File: config.mk
export PLATFORM = sky130hd
export DESIGN_NAME = mc_ctrl_fsm
export DESIGN_NICKNAME = d
export VERILOG_FILES = /design/src/rtl/mc_ctrl_pkg.sv /design/src/rtl/mc_ctrl_outdec.sv /design/src/rtl/mc_ctrl_fsm.sv
export SDC_FILE = /design/constraint.sdc
export NUM_CORES = 1
export LEC_CHECK = 0
export BUFFER_PORTS_ARGS = -buffer_cell sky130_fd_sc_hd__buf_2
export CORE_AREA = 2 2 45 47
export CTS_CLUSTER_DIAMETER = 40
export CTS_CLUSTER_SIZE = 16
export DETAILED_ROUTE_END_ITERATION = 8
export DIE_AREA = 0 0 47 49
export PLACE_DENSITY_LB_ADDON = 0.08
export SLEW_MARGIN = 5
export SYNTH_ARGS = -nofsm -noshare
export SYNTH_HDL_FRONTEND = slang
export SYNTH_HIERARCHICAL = 1
export SYNTH_SLANG_ARGS = --single-unit
File: constraint.sdc
create_clock -name clk -period 1.5 [get_ports clk]
set_clock_uncertainty 0.15 [all_clocks]
set_input_delay 0.375 -clock clk [delete_from_list [all_inputs] [get_ports clk]]
set_output_delay 0.375 -clock clk [all_outputs]
set_load 0.02 [all_outputs]
File: src/rtl/mc_ctrl_pkg.sv
// Shared constants for the multicycle MIPS control path: opcodes, state
// encodings, AluOp classes and the control output bundle.
package mc_ctrl_pkg;

    localparam logic [5:0] OP_RTYPE = 6'b000000;
    localparam logic [5:0] OP_LW    = 6'b100011;
    localparam logic [5:0] OP_SW    = 6'b101011;
    localparam logic [5:0] OP_BEQ   = 6'b000100;
    localparam logic [5:0] OP_ADDI  = 6'b001000;
    localparam logic [5:0] OP_ANDI  = 6'b001100;
    localparam logic [5:0] OP_ORI   = 6'b001101;
    localparam logic [5:0] OP_SLTI  = 6'b001010;
    localparam logic [5:0] OP_J     = 6'b000010;

    localparam logic [1:0] ALUOP_ADD   = 2'b00;
    localparam logic [1:0] ALUOP_SUB   = 2'b01;
    localparam logic [1:0] ALUOP_FUNCT = 2'b10;

    typedef enum logic [3:0] {
        S_FETCH  = 4'd0,
        S_DECODE = 4'd1,
        S_MEMADR = 4'd2,
        S_MEMRD  = 4'd3,
        S_MEMWB  = 4'd4,
        S_MEMWR  = 4'd5,
        S_RTEXEC = 4'd6,
        S_RTWB   = 4'd7,
        S_BRANCH = 4'd8,
        S_IEXEC  = 4'd9,
        S_IWB    = 4'd10,
        S_JUMP   = 4'd11
    } state_e;

    typedef struct packed {
        logic       iord;
        logic       mem_write;
        logic       ir_write;
        logic       reg_dst;
        logic       mem_to_reg;
        logic       reg_write;
        logic       alu_src_a;
        logic [1:0] alu_src_b;
        logic [1:0] alu_op;
        logic [1:0] pc_src;
        logic       pc_write;
        logic       branch;
        logic       illegal;
    } ctrl_t;

    function automatic logic is_imm_op(input logic [5:0] op);
        return (op == OP_ADDI) || (op == OP_ANDI) || (op == OP_ORI) || (op == OP_SLTI);
    endfunction

endpackage

File: src/rtl/mc_ctrl_outdec.sv
// Moore output decode for the control FSM; only IRWrite/PCWrite in FETCH
// look at MemReady, and reset forces every write strobe low.
module mc_ctrl_outdec
    import mc_ctrl_pkg::*;
(
    input  state_e i_state,
    input  logic   i_mem_ready,
    input  logic   i_reset,
    input  logic   i_op_legal,
    output ctrl_t  o_ctrl
);

    always_comb begin
        // NOTE: whole bundle defaults to 0 first so no path through the case infers a latch.
        o_ctrl = '0;
        if (i_reset) begin
            o_ctrl.alu_src_b = 2'b01;
            o_ctrl.alu_op    = ALUOP_ADD;
        end else begin
            unique case (i_state)
                S_FETCH: begin
                    o_ctrl.alu_src_b = 2'b01;
                    o_ctrl.alu_op    = ALUOP_ADD;
                    o_ctrl.ir_write  = i_mem_ready;
                    o_ctrl.pc_write  = i_mem_ready;
                end
                S_DECODE: begin
                    o_ctrl.alu_src_b = 2'b11;
                    o_ctrl.alu_op    = ALUOP_ADD;
                    o_ctrl.illegal   = ~i_op_legal;
                end
                S_MEMADR: begin
                    o_ctrl.alu_src_a = 1'b1;
                    o_ctrl.alu_src_b = 2'b10;
                    o_ctrl.alu_op    = ALUOP_ADD;
                end
                S_MEMRD:  o_ctrl.iord = 1'b1;
                S_MEMWB: begin
                    o_ctrl.mem_to_reg = 1'b1;
                    o_ctrl.reg_write  = 1'b1;
                end
                S_MEMWR: begin
                    o_ctrl.iord      = 1'b1;
                    o_ctrl.mem_write = 1'b1;
                end
                S_RTEXEC: begin
                    o_ctrl.alu_src_a = 1'b1;
                    o_ctrl.alu_src_b = 2'b00;
                    o_ctrl.alu_op    = ALUOP_FUNCT;
                end
                S_RTWB: begin
                    o_ctrl.reg_dst   = 1'b1;
                    o_ctrl.reg_write = 1'b1;
                end
                S_BRANCH: begin
                    o_ctrl.alu_src_a = 1'b1;
                    o_ctrl.alu_src_b = 2'b00;
                    o_ctrl.alu_op    = ALUOP_SUB;
                    o_ctrl.pc_src    = 2'b01;
                    o_ctrl.branch    = 1'b1;
                end
                S_IEXEC: begin
                    o_ctrl.alu_src_a = 1'b1;
                    o_ctrl.alu_src_b = 2'b10;
                    o_ctrl.alu_op    = ALUOP_FUNCT;
                end
                S_IWB:    o_ctrl.reg_write = 1'b1;
                S_JUMP: begin
                    o_ctrl.pc_src   = 2'b10;
                    o_ctrl.pc_write = 1'b1;
                end
                default:  o_ctrl = '0;
            endcase
        end
    end

endmodule

File: src/rtl/mc_ctrl_fsm.sv
// Multicycle MIPS main control: state register plus next-state logic;
// the output map lives in mc_ctrl_outdec.
module mc_ctrl_fsm
    import mc_ctrl_pkg::*;
(
    input  logic       clk,
    input  logic       reset,
    input  logic [5:0] Op,
    input  logic       MemReady,
    input  logic       Zero,
    output logic       IorD,
    output logic       MemWrite,
    output logic       IRWrite,
    output logic       RegDst,
    output logic       MemtoReg,
    output logic       RegWrite,
    output logic       AluSrcA,
    output logic [1:0] AluSrcB,
    output logic [1:0] AluOp,
    output logic [1:0] PCSrc,
    output logic       PCWrite,
    output logic       Branch,
    output logic       Illegal
);

    state_e r_state;
    state_e w_next;
    logic   w_op_legal;
    ctrl_t  w_ctrl;
    logic   w_unused_zero;

    // Zero qualifies Branch outside this block.
    assign w_unused_zero = Zero;

    assign w_op_legal = (Op == OP_RTYPE) || (Op == OP_LW) || (Op == OP_SW) ||
                        (Op == OP_BEQ) || (Op == OP_J) || is_imm_op(Op);

    always_ff @(posedge clk) begin
        // NOTE: state registers use non-blocking assignment so every flop samples pre-edge values.
        if (reset) r_state <= S_FETCH;
        else       r_state <= w_next;
    end

    always_comb begin
        w_next = r_state;
        unique case (r_state)
            S_FETCH:  if (MemReady) w_next = S_DECODE;
            S_DECODE: begin
                if ((Op == OP_LW) || (Op == OP_SW)) w_next = S_MEMADR;
                else if (Op == OP_RTYPE)           w_next = S_RTEXEC;
                else if (Op == OP_BEQ)             w_next = S_BRANCH;
                else if (is_imm_op(Op))            w_next = S_IEXEC;
                else if (Op == OP_J)               w_next = S_JUMP;
                else                               w_next = S_FETCH;
            end
            S_MEMADR: w_next = (Op == OP_SW) ? S_MEMWR : S_MEMRD;
            S_MEMRD:  if (MemReady) w_next = S_MEMWB;
            S_MEMWR:  if (MemReady) w_next = S_FETCH;
            S_RTEXEC: w_next = S_RTWB;
            S_IEXEC:  w_next = S_IWB;
            default:  w_next = S_FETCH;
        endcase
    end

    mc_ctrl_outdec u_outdec (
        .i_state     (r_state),
        .i_mem_ready (MemReady),
        .i_reset     (reset),
        .i_op_legal  (w_op_legal),
        .o_ctrl      (w_ctrl)
    );

    assign IorD     = w_ctrl.iord;
    assign MemWrite = w_ctrl.mem_write;
    assign IRWrite  = w_ctrl.ir_write;
    assign RegDst   = w_ctrl.reg_dst;
    assign MemtoReg = w_ctrl.mem_to_reg;
    assign RegWrite = w_ctrl.reg_write;
    assign AluSrcA  = w_ctrl.alu_src_a;
    assign AluSrcB  = w_ctrl.alu_src_b;
    assign AluOp    = w_ctrl.alu_op;
    assign PCSrc    = w_ctrl.pc_src;
    assign PCWrite  = w_ctrl.pc_write;
    assign Branch   = w_ctrl.branch;
    assign Illegal  = w_ctrl.illegal;

endmodule

==> results of run 1 <==
==> metal layers <==
metal | share of wire [%] | up-vias | track usage [%]
li1 | - | 421 | -
met1 | 39 | 371 | 20.67
met2 | 55 | 25 | 30.82
met3 | 4.5 | 2 | 3.333
met4 | 0.63 | 0 | 6.019
met5 | 0 | - | 0
==> synthesized netlist by cell type, drive strengths merged, types with 2 or more instances <==
cell and count:
or3b 2, buf 7, nor4 7, nand4bb 3, inv 2, nand2b 4, a21oi 8, dfxtp 4
nor2 9, xnor2 2, or4b 2, o2111ai 2, nand3 3, nor3 8, a31oi 2, or2 2
==> final timing paths <==
path / from / endpoint / slack [ps] / depth (start not counted)
hold reg to reg: r_state[3] / r_state[0] / 460 / 2
setup / recovery: r_state[0] / PCWrite / -460 / 3
hold / removal: MemReady / r_state[2] / 440 / 4
setup reg to reg: r_state[2] / r_state[1] / 120 / 5
==> per-stage QoR <==
step | cells | power (mW) | hold slack, ps | util (%) | cell area [um^2]
floorplan | 83 | 0.2166 | 291.1 | - | 748.2
detailed placement | 154 | 0.2978 | 472.1 | 56.79 | 1046
finish | 157 | 0.4550 | 442.0 | 65.49 | 1206
global placement | 154 | 0.2951 | 463.3 | 56.79 | 1046
global route | 157 | 0.4821 | 471.0 | 65.49 | 1206
CTS | 157 | 0.4438 | 453.2 | 62.02 | 1142
==> critical path, delay by kind of cell (launching register included) <==
kind                   cells  cell delay, ps
buffers and inverters      1             130
AO/OA/AOI/OAI              1             150
AND/OR/NAND/NOR            1             570
flip-flops                 1             350
==> layout make-up <==
class	count	area, um^2
clock buffer	3	22.52
fill	162	635.6
inverter	2	7.507
multi-input combinational	69	654.4
sequential	4	92.59
tap	27	33.78
timing repair buffer	52	395.4
==> timing repair <==
item / 4_1_cts / 5_1_grt
gates resized for setup: 24 / 12
endpoints found under the setup margin: 16 / 19
pin swaps: 6 / 8
hold buffers: 0 / 0
==> cell families after synthesis <==
logic type | count (synthesis) | share of synthesized area (%)
and+or+nand+nor | 46 | 48.97
AOI/OAI and AO/OA | 20 | 24.18
buffers and inverters | 10 | 8.884
DFF | 4 | 13.22
xor gates and xnor gates | 2 | 2.893
muxes | 1 | 1.859
==> power by group <==
group | switching [mW] | internal [mW] | total, mW
Clock | 0.0442 | 0.0895 | 0.134
Combinational | 0.106 | 0.104 | 0.211
Sequential | 0.00444 | 0.106 | 0.111
Total | 0.155 | 0.300 | 0.455
==> results.py, run 1 <==
metrics = {
    "cells_and_area": {
        "final_common_cell": "buf_4",
        "nets": 142,
        "synthToLayoutAreaGrowth_pct": 99.17,
        "drive_gt1_share_pct": 66.15,
        "antennaDiodeCount": 0,
        "largest_register_ffs": 4,
        "registers.top_by_ff_count": "r_state",
        "largestRegisters": "r_state (4)",
        "mostFrequentLayoutCells": "buf_4, buf_2, nor3_1, buf_6, nor2_1",
    },
    "clock_network": {
        "cts_tree": "done",
        "root_buffer": "clkbuf_4",
        "cts_sinks": 4,
        "clk_path_buf_depth": 2,
        "htree_levels": 1,
        "cts_made_buffers": 3,
        "clk_pin_slew_ps": 40,
        "postCtsSetupRepairBufs": 0,
        "clkLatencyLatePin_ps": 240,
    },
    "power_and_ir_drop": {
        "p_per_area_nw_per_um2": 377.2,
        "p_leak_nw": 0.4433,
        "irDropWorstVdd_v": 0.0002998,
    },
    "logic_synthesis": {
        "synth_fp_nets": 93,
        "yosysUniqueCellTypes": 37,
        "synth_top_area_cell": "dfxtp_1",
        "ys_ff_latch": 4,
        "synth.top_cells.by_area": "dfxtp_1, nor3_1, nor2_1",
        "synth_area_um2": 605.6,
        "synth_ff_type": "dfxtp_1",
        "syn_area_per_cell_um2": 7.296,
        "ys_seq_area_share_pct": 13.22,
        "ys_warn_count": 6,
        "synth_top_area_share_pct": 13.22,
        "synth_edf_count": 0,
        "async_reset_ff_share_pct": 0,
        "synthCells": 83,
    },
    "floorplanning": {
        "die_area_um2": 2303,
        "ios": 26,
        "fp-row-count": 16,
        "fp.coreArea_um2": 1842,
        "chipHeight_um": 49,
        "start_util_pct": 32.88,
        "die_x_um": 47,
    },
    "timing": {
        "setup_slack_ps": -455.6,
        "setup_viol": 16,
        "fmax_mhz": 511.4,
        "grt_setup_unrepaired": "true",
        "timing.final.crit_period_ps": 1956,
        "tns_ps": -5480,
        "hold_violations": 0,
        "timing.slew.headroom_pct": 82.58,
        "worst_pin_slew_ps": 259.5,
        "slew_violations": 0,
        "fin_crit_sh_pct": 130.4,
    },
    "detailed_routing": {
        "avgViaCountPerCell": 5.217,
        "drt_iter0_markers": 8,
        "drt_first_pass_iters": 4,
        "drc": 0,
        "vias": 819,
        "wl_per_cell_um": 12.14,
        "antenna_left": 0,
        "drt_wl_total_mm": 1.906,
    },
    "place": {
        "io_buffers": 24,
        "place_congestion": 0.8337,
        "pre_cts_ws_ps": -403.6,
        "dp_hpwl_mm": 1.443,
    },
    "critical_path": {
        "worstSetupPathType": "reg -> out",
        "crit_slowest_cell": "or4b_4",
        "slowest_delay_ps": 570,
        "worstPathMaxFanout": 5,
        "path_cells": "or4b_4 > a21oi_4 > buf_6",
        "cp.arrival_ps": 1430,
        "cp.required_ps": 970,
        "cp-end-kind": "primary output",
        "cp-start-kind": "flop",
    },
    "grt": {
        "grt.total_usage_pct": 17.74,
        "grt_pass1_wl_mm": 3.084,
        "grt_antenna_before_repair": 0,
        "grt_pass1_vias": 742,
        "overflow": 0,
        "grt_start_max_net_pins": 13,
    },
    "status": {
        "outcome": "finished with violations",
        "violations": "setup timing",
    },
    "hold_path": {
        "min_path_type": "in -> reg",
    },
    "run": {
        "maxCapViolCount": 0,
    },
}
Note: power is estimated with default switching activity, not from simulation.
==> run 2: changes to the inputs <==
Settings changed: CTS_BUF_LIST from default to sky130_fd_sc_hd__clkbuf_16, CTS_CLUSTER_SIZE 16 to 24.
==> results.py, run 2 (synthesis gave the netlist of run 1 again) <==
metrics = {
    "cells_and_area": {
        "mostFrequentLayoutCells": "buf_4, buf_2, buf_6",
        "largestRegisters": "r_state (4)",
        "antennaDiodeCount": 0,
        "nets": 143,
        "registers.top_by_ff_count": "r_state",
        "largest_register_ffs": 4,
        "final_cell_count_no_fill": 158,
        "drive_gt1_share_pct": 70.23,
        "final_common_cell": "buf_4",
        "synthToLayoutAreaGrowth_pct": 116.7,
        "final_area_um2": 1313,
    },
    "floorplanning": {
        "start_util_pct": 32.88,
        "fp-row-count": 16,
        "ios": 26,
        "die_area_um2": 2303,
        "fp.coreArea_um2": 1842,
        "chipHeight_um": 49,
        "die_x_um": 47,
    },
    "timing": {
        "timing.slew.headroom_pct": 81.94,
        "tns_ps": -5040,
        "fmax_mhz": 514.3,
        "hold_violations": 0,
        "grt_setup_unrepaired": "true",
        "setup_slack_ps": -444.3,
        "setup_viol": 16,
        "timing.final.crit_period_ps": 1944,
        "slew_violations": 0,
        "fin_crit_sh_pct": 129.6,
        "worst_pin_slew_ps": 270.9,
    },
    "critical_path": {
        "crit_slowest_cell": "or4b_4",
        "worstPathMaxFanout": 5,
        "crit_buf_inv": 1,
        "slowest_delay_ps": 570,
        "crit_path_start": "r_state[0]",
        "reg2reg_from": "r_state[0]",
        "cp-start-kind": "flop",
        "path_delay_family": "simple AND/OR/NAND/NOR gates",
        "path_cells": "or4b_4 > a21oi_4 > buf_6",
        "cp.arrival_ps": 1420,
        "worstSetupPathType": "reg -> out",
        "cp-end-kind": "primary output",
        "cp.required_ps": 970,
    },
    "clock_network": {
        "clk_pin_slew_ps": 30,
        "cts_sinks": 4,
        "ctsHoldBuffers": 0,
        "clkLatencyLatePin_ps": 220,
        "root_buffer": "clkbuf_16",
        "clk_path_buf_depth": 2,
        "cts_tree": "done",
        "htree_levels": 1,
        "cts_made_buffers": 3,
    },
    "power_and_ir_drop": {
        "finalPower_mw": 0.7494,
        "p_per_area_nw_per_um2": 571.0,
        "p_leak_nw": 0.4768,
        "irDropWorstVdd_v": 0.0006332,
    },
    "detailed_routing": {
        "wl_met1_um": 808,
        "antenna_left": 0,
        "drc": 0,
        "vias": 855,
        "wl_met2_mm": 1.059,
        "routed.top_layer": "met4",
        "drt_iter0_markers": 6,
        "wl_per_cell_um": 12.77,
        "met3RoutedLength_um": 90,
        "drt_first_pass_iters": 3,
        "avgViaCountPerCell": 5.411,
        "drt_wl_total_mm": 2.018,
    },
    "grt": {
        "grt_pass1_wl_mm": 3.084,
        "grt_antenna_before_repair": 0,
        "overflow": 0,
        "grt_pass1_vias": 750,
        "grt_start_max_net_pins": 13,
        "grt.total_usage_pct": 17.74,
    },
    "run": {
        "maxCapViolCount": 0,
    },
    "place": {
        "place_congestion": 0.8337,
        "io_buffers": 24,
        "place_area_um2": 1046,
        "dp.cells": 154,
        "dp_hpwl_mm": 1.443,
    },
    "status": {
        "violations": "setup timing",
        "outcome": "finished with violations",
    },
    "hold_path": {
        "min_path_type": "reg -> reg",
        "hold_start": "r_state[3]",
    },
}
[run 2: cell count changes in the layout (fill, tap and decap cells not counted), sizes merged]
cell  delta
buf      +1
[run 2: power breakdown]
| part | internal [mW] | switching, mW |
|---|---|---|
| clock network | 0.341 | 0.0757 |
| registers | 0.106 | 0.00427 |
| logic | 0.110 | 0.113 |
[run 2: routing by layer]
metal  GRT usage, %  vias to the layer above
met5              0                        -
met4          6.019                        0
met3          5.185                        8
met2          29.91                       24
met1          20.45                      404
li1               -                      419
[run 2: cell type report]
type / instances / area (um^2)
clock buffers: 3 / 75.07
fillers: 149 / 529.3
inverters: 2 / 7.507
multi-input cells: 69 / 685.7
flip-flops and latches: 4 / 92.59
well taps: 27 / 33.78
repair buffers: 53 / 417.9
[run 2: tightest hold or removal path, cell delays in order, from the launching register on]
cell,delay [ps]
dfxtp_4,380
buf_4,140
nor3_1,50
[run 2: path summary, 6_finish.rpt]
check / endpoint / slack (ps) / depth (start not counted)
max: PCWrite / -440 / 3
min: r_state[0] / 460 / 2
max reg2reg: r_state[0] / 60 / 6
min reg2reg: r_state[0] / 460 / 2
[run 2: through the flow]
| stage | hold slack [ps] | utilization [%] | worst slack, ps |
|---|---|---|---|
| 6_report | 455.4 | 71.26 | -444.3 |
| 4_1_cts | 452.5 | 65.29 | -448.0 |
| 2_1_floorplan | 291.1 | - | -283.8 |
| 5_1_grt | 474.0 | 71.26 | -461.6 |
| 3_3_place_gp | 463.3 | 56.79 | -383.8 |
| 3_5_place_dp | 472.1 | 56.79 | -403.6 |
[run 2: timing repair]
action	CTS	global route
setup buffers	1	0
endpoints found under the setup margin	16	19
resized for setup	24	22
endpoints found under the hold margin	0	0
pin swaps	6	9
==> run 3: changes to the inputs <==
Settings changed: CORE_AREA 2 2 45 47 to 10 10 50 52, DIE_AREA 0 0 47 49 to 0 0 60 62, SYNTH_HIERARCHICAL 1 to default.
==> results.py, run 3 <==
metrics = {
    "power_and_ir_drop": {
        "intPower_mw": 0.5503,
        "swShare_pct": 23.76,
        "p_leak_nw": 0.5987,
        "irDropWorstVdd_v": 0.0004718,
        "pwr-share-seq_pct": 15.7,
        "clock_power_share_pct": 56.6,
        "switching_power_mw": 0.1715,
        "p_per_area_nw_per_um2": 521.7,
        "pwr-share-comb_pct": 27.6,
    },
    "logic_synthesis": {
        "synth.top_cells.by_area": "dfxtp_1, nor2_1, nor3_1",
        "async_reset_ff_share_pct": 0,
        "synth_fp_nets": 89,
        "yosysUniqueCellTypes": 33,
        "synthCells": 79,
        "ys_ff_latch": 4,
        "synth_top_area_cell": "dfxtp_1",
        "synth_common_cells": "nor2_1, nor3_1, nand2_1",
        "synth_ff_type": "dfxtp_1",
        "synth_area_um2": 509.2,
        "syn_area_per_cell_um2": 6.446,
        "ys_seq_area_share_pct": 15.72,
        "synth_edf_count": 0,
        "synth_most_common_cell": "nor2_1",
        "ys_warn_count": 0,
        "synth_top_area_share_pct": 15.72,
    },
    "timing": {
        "fin_crit_sh_pct": 122.8,
        "slew_violations": 0,
        "worst_pin_slew_ps": 282.1,
        "setup_viol": 16,
        "timing.final.crit_period_ps": 1842,
        "setup_slack_ps": -341.6,
        "fmax_mhz": 543.0,
        "holdWs_ps": 393.6,
        "grt_setup_unrepaired": "true",
        "hold_violations": 0,
        "timing.slew.headroom_pct": 81.20,
        "tns_ps": -4140,
    },
    "clock_network": {
        "cts_made_buffers": 3,
        "ctsHoldBuffers": 0,
        "htree_levels": 1,
        "clk_path_buf_depth": 2,
        "cts_tree": "done",
        "cts_sinks": 4,
        "root_buffer": "clkbuf_16",
        "clkLatencyLatePin_ps": 220,
        "clk_pin_slew_ps": 30,
    },
    "critical_path": {
        "cp-start-kind": "flop",
        "cp.arrival_ps": 1320,
        "worstPathMaxFanout": 6,
        "crit_buf_inv": 1,
        "cp.required_ps": 970,
        "path_cells": "xor2_1 > o32a_1 > nor2_4 > buf_6",
        "r2r_end": "r_state[0]",
        "rr_worst_depth": 5,
        "worstSetupPathType": "reg -> out",
        "crit_slowest_cell": "dfxtp_4",
        "cp-end-kind": "primary output",
        "path_delay_family": "flip-flops",
        "r2r_slack_ps": 50,
        "reg2reg_from": "r_state[1]",
        "slowest_delay_ps": 370,
    },
    "place": {
        "place_congestion": 0.7885,
        "place_area_um2": 1008,
        "dp_hpwl_mm": 1.628,
        "pre_cts_ws_ps": -338.9,
        "io_buffers": 24,
    },
    "cells_and_area": {
        "mostFrequentLayoutCells": "buf_4, buf_6, nor2_1",
        "multi_input_area_um2": 610.6,
        "registers.top_by_ff_count": "r_state",
        "largestRegisters": "r_state (4)",
        "final_common_cell": "buf_4",
        "n_fill_cell": 89,
        "antennaDiodeCount": 0,
        "ff_latch_area_um2": 95.09,
        "drive_gt1_share_pct": 75.91,
        "final_area_um2": 1384,
        "largest_register_ffs": 4,
        "utilization_pct": 85.74,
        "synthToLayoutAreaGrowth_pct": 171.7,
        "nets": 149,
    },
    "grt": {
        "overflow": 0,
        "grt_pass1_wl_mm": 3.801,
        "grt.total_usage_pct": 13.04,
        "grt_start_max_net_pins": 13,
        "grt_antenna_before_repair": 0,
        "grt_pass1_vias": 812,
    },
    "floorplanning": {
        "fp-row-count": 15,
        "die_x_um": 60,
        "chipHeight_um": 62,
        "start_util_pct": 31.55,
        "ios": 26,
        "fp.coreArea_um2": 1614,
        "die_area_um2": 3720,
    },
    "detailed_routing": {
        "drc": 0,
        "drt_iter0_markers": 15,
        "drt_first_pass_iters": 4,
        "antenna_left": 0,
        "vias": 810,
        "drt_wl_total_mm": 2.503,
        "avgViaCountPerCell": 5.260,
        "wl_per_cell_um": 16.25,
    },
    "hold_path": {
        "min_path_cells": 4,
        "hold_start": "Op[4]",
        "hold_path_end": "r_state[3]",
        "min_path_type": "in -> reg",
    },
    "run": {
        "maxCapViolCount": 0,
    },
    "status": {
        "violations": "setup timing",
        "outcome": "finished with violations",
    },
}
## run 3: changes by cell type after synthesis, moves of 3 or more
cell,change
nor2b_1,+3
o21ai_0,+4
nor4_1,-3
nor2_1,+5
nand4bb_1,-3
nand2_1,+4
nand2b_1,-4
## run 3: layout make-up
type                            count  area share [%]
Clock buffer                        3           5.425
Inverter                            2           1.085
Timing Repair Buffer               62           40.96
Sequential cell                     4           6.872
Tap cell                           17           1.537
Multi-Input combinational cell     66           44.12
## run 3: worst max path at each step
stage | to | cells past startpoint | start | slack [ps]
floorplan | IorD | 4 | r_state[1] | -90
global placement | Illegal | 6 | Op[5] | -320
detailed placement | Illegal | 6 | Op[5] | -340
CTS | Illegal | 5 | Op[2] | -320
global route | Illegal | 6 | Op[0] | -390
finish | RegWrite | 4 | r_state[0] | -340
## run 3: power by group through the flow
stage / logic [mW] / clock network (mW) / registers, mW
2_1_floorplan: 0.0865 / 0 / 0.112
3_3_place_gp: 0.160 / 0 / 0.117
3_5_place_dp: 0.162 / 0 / 0.117
4_1_cts: 0.185 / 0.412 / 0.112
5_1_grt: 0.215 / 0.423 / 0.114
6_report: 0.199 / 0.409 / 0.114
## run 3: what timing repair did
item | CTS | global route
buffers inserted | 4 | 2
resized for setup | 55 | 18
gates cloned | 0 | 0
endpoints found under the setup margin | 17 | 17
pin swaps | 11 | 9
## run 3: layer usage
| metal | global-route usage (%) | share of wire [%] |
|---|---|---|
| met1 | 15.11 | 41 |
| met2 | 23.24 | 54 |
| met3 | 2.846 | 3.8 |
| met4 | 3.846 | 1.4 |
| met5 | 0 | 0 |
## run 3: kinds of logic after synthesis
logic type | after synthesis | synth area share [%]
buf+inv | 9 | 8.356
flops | 4 | 15.73
compound gates | 19 | 26.78
xor+xnor | 2 | 3.440
simple gates | 44 | 43.74
mux | 1 | 1.966
## run 3: per-stage QoR
stage,instances,power [mW]
after floorplan,79,0.1988
after global placement,145,0.2770
after detailed placement,145,0.2787
after CTS,152,0.7090
after global routing,154,0.7524
final,154,0.7219
## run 3: worst register-to-register path: cells and delay by family (launching register included)
family                 cells  cell delay (ps)
AND/OR/NAND/NOR            1               50
buffers and inverters      2              280
AO/OA/AOI/OAI              2              430
flip-flops                 1              400
